### src/rtl/reg_write_arbiter.sv
// reg_write_arbiter: grants one of NREQ requesters per clock into a shared
// WIDTH-bit register that drives q and its registered complement qbar.
// A requester granted on the previous edge is masked for one edge.
// Optional feature macro: ARB_ROUND_ROBIN_EN selects rotating priority.
// Without the macro, the lowest eligible index wins and no pointer exists.
module reg_write_arbiter #(
  parameter int NREQ  = 4,
  parameter int WIDTH = 8
) (
  input  logic                  clk,
  input  logic                  rst,
  input  logic [NREQ-1:0]       req,
  input  logic [NREQ*WIDTH-1:0] wdata,
  output logic [NREQ-1:0]       gnt,
  output logic                  upd,
  output logic [WIDTH-1:0]      q,
  output logic [WIDTH-1:0]      qbar
);

  logic [NREQ-1:0]  elig;
  logic             found;
  logic [NREQ-1:0]  win_oh;
  logic [WIDTH-1:0] win_data;

`ifdef ARB_ROUND_ROBIN_EN
  localparam int PW = (NREQ > 1) ? $clog2(NREQ) : 1;

  logic [PW-1:0] ptr;
  logic [PW-1:0] ptr_nxt;

  // Winner search starts at ptr and wraps; first eligible index wins
  always_comb begin
    elig     = req & ~gnt;
    found    = 1'b0;
    win_oh   = '0;
    win_data = '0;
    ptr_nxt  = ptr;
    for (int k = 0; k < NREQ; k++) begin
      int idx;
      idx = int'(ptr) + k;
      if (idx >= NREQ) idx = idx - NREQ;
      if (!found && elig[idx]) begin
        found       = 1'b1;
        win_oh[idx] = 1'b1;
        win_data    = wdata[idx*WIDTH +: WIDTH];
        ptr_nxt     = (idx == NREQ - 1) ? '0 : PW'(idx + 1);
      end
    end
  end

  // Pointer only advances when a write commits
  always_ff @(posedge clk or posedge rst) begin
    if (rst) begin
      ptr <= '0;
    end else if (found) begin
      ptr <= ptr_nxt;
    end
  end
`else
  // Fixed priority: scan downward so the lowest eligible index wins last
  always_comb begin
    elig     = req & ~gnt;
    found    = 1'b0;
    win_oh   = '0;
    win_data = '0;
    for (int i = NREQ - 1; i >= 0; i--) begin
      if (elig[i]) begin
        found     = 1'b1;
        win_oh    = '0;
        win_oh[i] = 1'b1;
        win_data  = wdata[i*WIDTH +: WIDTH];
      end
    end
  end
`endif

  // Grant, pulse, value and complement all commit on the same edge
  always_ff @(posedge clk or posedge rst) begin
    if (rst) begin
      gnt  <= '0;
      upd  <= 1'b0;
      q    <= '0;
      qbar <= '1;
    end else if (found) begin
      gnt  <= win_oh;
      upd  <= 1'b1;
      q    <= win_data;
      qbar <= ~win_data;
    end else begin
      gnt  <= '0;
      upd  <= 1'b0;
    end
  end

endmodule

### config.mk
export PLATFORM = sky130hd
export DESIGN_NAME = reg_write_arbiter
export DESIGN_NICKNAME = d
export VERILOG_FILES = /design/src/rtl/reg_write_arbiter.sv
export SDC_FILE = /design/constraint.sdc
export NUM_CORES = 1
export LEC_CHECK = 0
export CAP_MARGIN = 20
export CORE_ASPECT_RATIO = 1.5
export CORE_MARGIN = 2
export CORE_UTILIZATION = 44
export CTS_BUF_LIST = sky130_fd_sc_hd__clkbuf_2
export DETAILED_ROUTE_END_ITERATION = 8
export DONT_BUFFER_PORTS = 1
export PLACE_DENSITY = 0.62
export RECOVER_POWER = 100
export SLEW_MARGIN = 20
export SYNTH_ARGS = -nofsm -noshare
export SYNTH_HDL_FRONTEND = slang
export SYNTH_SLANG_ARGS = --single-unit
### constraint.sdc
create_clock -name clk -period 1.5 [get_ports clk]
set_clock_uncertainty 0.1 [all_clocks]
set_input_delay 0.15 -clock clk [delete_from_list [all_inputs] [get_ports clk]]
set_output_delay 0.15 -clock clk [all_outputs]
set_load 0.1 [all_outputs]
==> results of run 1 <==
[worst paths after layout]
kind / to / slack [ns]
min in group asynchronous: q[4] / 0.25
min: qbar[3] / 0.005
max reg2reg: q[2] / -0.11
min reg2reg: qbar[4] / 0.42
max: q[2] / -0.11
max in group asynchronous: gnt[2] / 0.67
[sequential cells by signal, indices dropped and copies added (netlist names)]
| name | flops |
|---|---|
| qbar | 8 |
| upd | 1 |
| gnt | 4 |
| q | 8 |
[layout by cell type, fill, tap and decap left out, types with 3 or more instances in the layout]
| cell type | n |
|---|---|
| o31ai_2 | 4 |
| nand3_1 | 8 |
| o31ai_4 | 4 |
| clkbuf_2 | 4 |
| dlygate4sd3_1 | 6 |
| nor2_1 | 18 |
| dfrtp_4 | 4 |
| or3b_4 | 8 |
| a31oi_2 | 6 |
| buf_4 | 31 |
| nand2b_4 | 3 |
| nand2_1 | 8 |
| dfstp_2 | 8 |
| a21o_1 | 8 |
| dfrtp_1 | 9 |
[power breakdown]
group / internal [W] / leakage [nW] / switching (W)
combinational: 0.000257 / 0.453 / 0.000760
sequential: 0.000669 / 0.230 / 0.0000531
clock: 0.0000604 / 0.0164 / 0.000165
total: 0.000987 / 0.700 / 0.000978
[critical path, stage by stage (launching register included)]
cell	delay, ns
dfrtp_4	0.56
buf_6	0.15
or3b_4	0.38
o31ai_2	0.08
a31oi_1	0.09
a21o_1	0.17
[synthesized netlist by cell type, drive strengths merged]
master  number
or3b         8
nor2b        2
a21o         8
nor3         2
buf          4
nand2b       4
nand2        9
clkbuf       1
nor2        18
o31ai        8
and2         1
inv          3
nand3        8
dfrtp       13
dfstp        8
a31oi        8
[logic make-up after synthesis]
group           count (synthesis)
simple gates                   52
compound gates                 24
flops                          21
buf+inv                         8
[metrics by stage]
stage                     cell area (µm²)  utilization  hold slack (ns)  TNS [ns]  instances
after floorplan                      1094            -          0.02068    -1.809        105
after global placement               1277       0.5720         -0.01700         0        149
after detailed placement             1277       0.5720         -0.01086         0        149
after CTS                            1338       0.5989         -0.09333  -0.08874        157
after global routing                 1577       0.7059       0.00008571    -1.291        169
final                                1577       0.7059         0.004679   -0.5195        169
[area by class of cell]
type,instances,area (µm²),share of cell area
clock buffer,3,15.01,0.009524
clock inverter,1,5.005,0.003175
inverter,3,16.27,0.01032
multi-input combinational,77,620.6,0.3937
sequential,21,550.5,0.3492
tap,23,28.78,0.01825
timing repair buffer,41,340.3,0.2159
[per-layer routing]
| layer | vias up | track usage | routed length [µm] |
|---|---|---|---|
| met3 | 2 | 0.03672 | 201 |
| met4 | 0 | 0.08712 | 19 |
| met2 | 45 | 0.3309 | 1646 |
| met1 | 472 | 0.2551 | 1318 |
| met5 | - | 0 | 0 |
| li1 | 451 | - | - |
[timing repair]
item	4_1_cts	5_1_grt
endpoints found under the hold margin	26	2
setup buffers	0	9
setup endpoints to repair	6	16
gates cloned	0	1
pin swaps	0	8
gates resized for setup	0	28
hold buffers	4	2
==> results.cfg, run 1 <==
[place]
hpwl_um = 2078
post-place-ws_ns = 0.005598
io_buffers = 0
place_congestion = 0.8013

[run_status]
status = finished, violations left
violations = negative setup slack

[drt]
drc = 0
wire_per_inst_um = 18.85
wl_um = 3185
drtAntennaViolNets = 0
drt_pass1_iterations = 4
drtIter0Drc = 24
viasPerCell = 5.740
vias = 970

[final_layout]
finalNetCount = 185
syn2layout_area_growth_pct = 50.54
drive_above_1_share = 0.5616
fill_cells = 163
antenna_cells = 0

[setup_path]
startpoint_type = register
reg2reg_depth = 5
required_ns = 1.64
critPathLaunch = gnt[0]
end_kind = register
r2r-start = gnt[0]
arrival_ns = 1.74
path_class = reg -> reg
critPathMaxFanout = 6

[synth]
synth_top_family_by_area = simple AND/OR/NAND/NOR gates
syn_area_um2 = 1047
ys_warn_count = 0
synth_top_cell_by_area = dfrtp_1
yosys.area.top_type_share = 0.3106
synth-seq-area-share = 0.5114
synth-compound-area-share = 0.1625
synth_xor_area_frac = 0
synth-seq-cells = 21
synth-simple-area-share = 0.2784
synthTopCellsByArea = dfrtp_1, dfstp_2, or3b_2, nor2_1, a21o_1
syn_nets = 143
muxShareOfSynthArea = 0
avgSynthCellArea_um2 = 9.974
synth_cell_type_count = 23
netlist_instances = 105
yosys.area_share.adder = 0

[grt]
grtUsageTotal = 0.2024
grt_pass1_vias = 956
grt_start_max_net_pins = 22
overflow = 0
grt_antenna_before_repair = 0
grt_pass1_wl_um = 4305

[clocking]
clock-root-buffer = clkbuf_2
clk_latency_ns = 0.31
clkTransAtPathRegs_ns = 0.19
cts_num_sinks = 21
clockBufferDepth = 2
htree_num_levels = 1
cts_buffers = 3
tritoncts = built

[sta]
finalCritPeriodShare = 1.072
worstMarginPinSlew_ns = 0.4950
finalSetupViolCount = 11
clock.fmax_mhz = 622.1
hold_violations = 0
rsz0062_at_grt = yes
finalCriticalPeriod_ns = 1.607
slew_viol_final = 0
relSlewSlack = 0.6700
worst_slack_ns = -0.1075

[floorplan]
placeableCoreArea_um2 = 2233
die_h_um = 63.75
dieArea_um2 = 2794
row_count = 21
io_pins = 59
floorplan.initialDensity = 0.4689
die_x_um = 43.84

[power]
total_power_w = 0.001965
powerDensity_nw_per_um2 = 1247
ir_drop_v = 0.0007651
leakage_nw = 0.6999

[job]
max_cap_viol_count = 0

[min_path]
hp-class = in -> reg
hold_depth = 3
min_from = wdata[19]
Note: power is estimated with default switching activity, not from simulation.
==> run 2, diff against run 1 <==
--- a/config.mk
+++ b/config.mk
@@ -12,7 +12,7 @@
 export CTS_BUF_LIST = sky130_fd_sc_hd__clkbuf_2
 export DETAILED_ROUTE_END_ITERATION = 8
 export DONT_BUFFER_PORTS = 1
-export PLACE_DENSITY = 0.62
+export PLACE_DENSITY = 0.7
 export RECOVER_POWER = 100
 export SLEW_MARGIN = 20
 export SYNTH_ARGS = -nofsm -noshare
==> run 2 against run 1 <==
The flow finishes with violations (negative hold slack, negative setup slack). Sequential power about the same. Sequential share of layout area decreased by 1.8 points. Global-route usage increased by 2.2 points. Largest cell class unchanged. Critical endpoint is now q[1].
==> results.cfg, run 2 (synthesis results as in run 1) <==
[min_path]
hp-class = in -> reg
hold_depth = 2
min_from = req[1]

[final_layout]
antenna_cells = 0
reg_top3 = q (8), qbar (8), gnt (4)
final_area_um2 = 1660
regArea_um2 = 550.5
final_common_cell = buf_4
layout_common_cells = buf_4, dlygate4sd3_1, nor2_1
drive_above_1_share = 0.4610
multi_input_area_um2 = 614.3
post-route-util = 0.7434
finalNetCount = 193
syn2layout_area_growth_pct = 58.54
final_cells = 177
fill_cells = 160

[setup_path]
startpoint_type = register
slowest_stage = dfrtp_4
critPathLaunch = gnt[0]
end_kind = register
r2r_slack_ns = -0.07
cpPeakStageDelay_ns = 0.56
required_ns = 1.65
r2r-start = gnt[0]
cp_cell_sequence = buf_6, or3b_4, o31ai_4, a31oi_2, a21o_1
path_class = reg -> reg
arrival_ns = 1.72
reg2reg_depth = 5
critPathMaxFanout = 6

[floorplan]
placeableCoreArea_um2 = 2233
die_x_um = 43.84
io_pins = 59
row_count = 21
die_h_um = 63.75
dieArea_um2 = 2794
floorplan.initialDensity = 0.4689

[drt]
wl_met3_um = 231
highest_layer = met4
viasPerCell = 5.836
drc = 0
wl_met2_um = 1731
drtIter0Drc = 12
drt_pass1_iterations = 4
drtAntennaViolNets = 0
wire_per_inst_um = 18.09
vias = 1033
wl_met1_um = 1171
wl_um = 3202

[power]
p_clk_frac = 0.121
p_comb_frac = 0.515
powerDensity_nw_per_um2 = 1190
intPower_w = 0.0009892
swShare = 0.4992
p_switching_w = 0.0009861
ir_drop_v = 0.0008866
leakage_nw = 0.7271
seqPwrFrac = 0.365
total_power_w = 0.001975

[sta]
relSlewSlack = 0.6557
finalCriticalPeriod_ns = 1.569
clock.fmax_mhz = 637.4
finalSetupViolCount = 5
slew_viol_final = 0
hold_slack_ns = -0.08326
rsz0062_at_grt = yes
worst_slack_ns = -0.06883
finalCritPeriodShare = 1.046
worstMarginPinSlew_ns = 0.5164
hold_violations = 4

[clocking]
clkTransAtPathRegs_ns = 0.20
htree_num_levels = 1
clock-root-buffer = clkbuf_2
cts_buffers = 3
tritoncts = built
cts_num_sinks = 21
clockBufferDepth = 2
clk_latency_ns = 0.33

[grt]
grt_pass1_vias = 1013
overflow = 0
grt_antenna_before_repair = 0
grt_start_max_net_pins = 22
grt_pass1_wl_um = 4712
grtUsageTotal = 0.2248

[run_status]
violations = negative hold slack, negative setup slack
status = finished, violations left

[job]
max_cap_viol_count = 0

[place]
place_inst = 149
io_buffers = 0
hpwl_um = 2118
place_congestion = 0.8068
postPlaceCellArea_um2 = 1277
-- run 2: cell types whose count changed in the layout (fill, tap and decap cells not counted) --
cell and delta:
a31oi_1 +2, a31oi_2 -2, buf_12 -1, buf_4 -7, dlygate4sd3_1 +16, inv_4 -1
inv_6 +1, nand2b_1 +1, nand2b_2 -1, o31ai_2 -1, o31ai_4 +1
-- run 2: critical path, delay by kind of cell (launching register included) --
family                 cells  cell delay [ns]
buffers and inverters      1             0.14
AO/OA/AOI/OAI              3             0.32
flip-flops                 1             0.56
AND/OR/NAND/NOR            1             0.38
-- run 2: repair_timing --
item / 4_1_cts / 5_1_grt
endpoints found under the hold margin: 33 / 9
gates resized for setup: 5 / 23
setup endpoints to repair: 7 / 17
gates cloned: 0 / 1
hold buffers: 16 / 6
pin swaps: 0 / 10
setup buffers: 0 / 1
-- run 2: worst paths after layout --
check                              end
worst min-delay path            gnt[1]
worst max register to register    q[1]
min in group asynchronous       gnt[2]
worst min register to register    q[6]
max in group asynchronous       gnt[0]
worst max-delay path              q[1]
-- run 2: layout make-up --
class	count	area share
well taps	23	0.01733
clock inverters	1	0.003014
multi-input cells	77	0.3700
inverters	3	0.01130
flip-flops and latches	21	0.3316
clock buffers	3	0.009043
repair buffers	49	0.2577
-- run 2: power by group through the flow --
stage          logic, W  clock network, W  registers, W
6_report        0.00102          0.000238      0.000721
5_1_grt         0.00105          0.000266      0.000731
4_1_cts        0.000952          0.000245      0.000721
3_5_place_dp   0.000911                 0      0.000729
3_3_place_gp   0.000901                 0      0.000726
2_1_floorplan  0.000187                 0       0.00128
-- run 2: stage by stage --
stage	TNS [ns]	setup slack, ns
6_report	-0.2984	-0.06883
5_1_grt	-0.8252	-0.1152
4_1_cts	-0.01462	-0.008793
3_5_place_dp	-0.06884	-0.02596
3_3_place_gp	0	0.001615
2_1_floorplan	-1.809	-0.1368
-- run 2: per-layer routing --
metal	vias up	global-route usage
li1	468	-
met1	504	0.2905
met2	54	0.3640
met3	7	0.03955
met4	0	0.09091
met5	-	0
==> run 3, diff against run 2 <==
--- a/config.mk
+++ b/config.mk
@@ -12,6 +12,7 @@
 export CTS_BUF_LIST = sky130_fd_sc_hd__clkbuf_2
 export DETAILED_ROUTE_END_ITERATION = 8
 export DONT_BUFFER_PORTS = 1
+export HOLD_SLACK_MARGIN = 0.02
 export PLACE_DENSITY = 0.7
 export RECOVER_POWER = 100
 export SLEW_MARGIN = 20
==> run 3 against run 2 <==
The flow still finishes with violations (negative hold slack, negative setup slack). Power increased by 0.25%. Global-route usage increased by 1.6 points. Via count increased by 2.0%. Non-clock buffer count increased by 6. Critical path depth unchanged. Cell count increased by 2.8%. Die area unchanged. Clock power about the same. Flip-flop and latch count unchanged. Design area increased by 1.7%. Sequential share of layout area decreased by 0.54 points. Maximum frequency increased by 0.17%. Critical path type unchanged. Largest power group unchanged.
==> results.cfg, run 3 (synthesis results as in run 1) <==
[run_status]
status = finished, violations left
violations = negative hold slack, negative setup slack

[clocking]
clockBufferDepth = 2
cts_num_sinks = 21
tritoncts = built
clkTransAtPathRegs_ns = 0.21
htree_num_levels = 1
clock-root-buffer = clkbuf_2
clk_latency_ns = 0.32
cts_buffers = 3

[sta]
hold_violations = 1
finalCritPeriodShare = 1.044
slew_viol_final = 0
rsz0062_at_grt = yes
clock.fmax_mhz = 638.5
finalCriticalPeriod_ns = 1.566
relSlewSlack = 0.6510
finalSetupViolCount = 5
worstMarginPinSlew_ns = 0.5236
hold_slack_ns = -0.009942
tns_ns = -0.2874
worst_slack_ns = -0.06619

[grt]
grt_pass1_wl_um = 5106
grt_start_max_net_pins = 22
grt_pass1_vias = 1066
overflow = 0
grtUsageTotal = 0.2410
grt_antenna_before_repair = 0

[place]
io_buffers = 0
place_inst = 149
place_congestion = 0.8068
postPlaceCellArea_um2 = 1277
hpwl_um = 2118

[final_layout]
regArea_um2 = 550.5
final_cells = 182
drive_above_1_share = 0.4528
final_common_cell = dlygate4sd3_1
antenna_cells = 0
finalNetCount = 198
layout_common_cells = dlygate4sd3_1, buf_4, nor2_1
final_area_um2 = 1688
reg_top3 = q (8), qbar (8), gnt (4)
multi_input_area_um2 = 590.6
syn2layout_area_growth_pct = 61.17
fill_cells = 157

[power]
ir_drop_v = 0.0008378
total_power_w = 0.001980
leakage_nw = 0.7434
powerDensity_nw_per_um2 = 1173

[setup_path]
arrival_ns = 1.71
required_ns = 1.65
path_class = reg -> reg
critPathMaxFanout = 6
end_kind = register
startpoint_type = register

[drt]
wire_per_inst_um = 18.32
wl_um = 3334
viasPerCell = 5.791
drtAntennaViolNets = 0
drt_pass1_iterations = 5
vias = 1054
drc = 0
drtIter0Drc = 10

[job]
max_cap_viol_count = 0

[floorplan]
placeableCoreArea_um2 = 2233
row_count = 21
die_x_um = 43.84
dieArea_um2 = 2794
io_pins = 59
die_h_um = 63.75
floorplan.initialDensity = 0.4689

[min_path]
hp-class = in -> reg
run 3: timing repair:
| action | 4_1_cts | 5_1_grt |
|---|---|---|
| pin swaps | 0 | 10 |
| hold buffers | 25 | 2 |
| endpoints found under the hold margin | 41 | 4 |
| cloned | 0 | 1 |
| setup buffers | 0 | 1 |
| gates resized for setup | 5 | 21 |
| endpoints found under the setup margin | 7 | 16 |
run 3: path summary, 6_finish.rpt:
kind / from / end / slack [ns] / cells past startpoint
min in group asynchronous: rst / gnt[2] / 0.25 / 3
max in group asynchronous: rst / gnt[0] / 0.65 / 3
hold / removal: req[1] / gnt[1] / -0.01 / 2
hold reg to reg: q[6] / q[6] / 0.41 / 1
setup reg to reg: gnt[0] / q[2] / -0.07 / 5
setup / recovery: gnt[0] / q[2] / -0.07 / 5
run 3: power breakdown:
| part | leakage (nW) | internal [W] | switching [W] |
|---|---|---|---|
| Combinational | 0.497 | 0.000262 | 0.000759 |
| Clock | 0.0164 | 0.0000605 | 0.000177 |
| Sequential | 0.230 | 0.000669 | 0.0000523 |
| Total | 0.743 | 0.000992 | 0.000988 |
run 3: layout make-up:
class,instances,area share
repair buffers,55,0.2839
flip-flops and latches,21,0.3262
clock inverters,1,0.002965
multi-input cells,76,0.3499
well taps,23,0.01705
clock buffers,3,0.008895
inverters,3,0.01112
run 3: worst max-delay path: stages (launching register included):
cell	delay, ns
dfrtp_4	0.56
buf_6	0.14
or3b_4	0.38
o31ai_4	0.07
a31oi_1	0.08
a21o_1	0.16
run 3: routing by layer:
layer	wire [µm]	track usage	vias to the layer above
met5	0	0	-
met4	38	0.07955	0
met2	1819	0.3971	59
li1	-	-	475
met1	1277	0.3284	516
met3	200	0.01977	4
run 3: through the flow:
stage / setup WS (ns) / util
3_3_place_gp: 0.001615 / 0.5720
6_report: -0.06619 / 0.7557
2_1_floorplan: -0.1368 / -
4_1_cts: -0.008644 / 0.7025
5_1_grt: -0.1226 / 0.7557
3_5_place_dp: -0.02596 / 0.5720
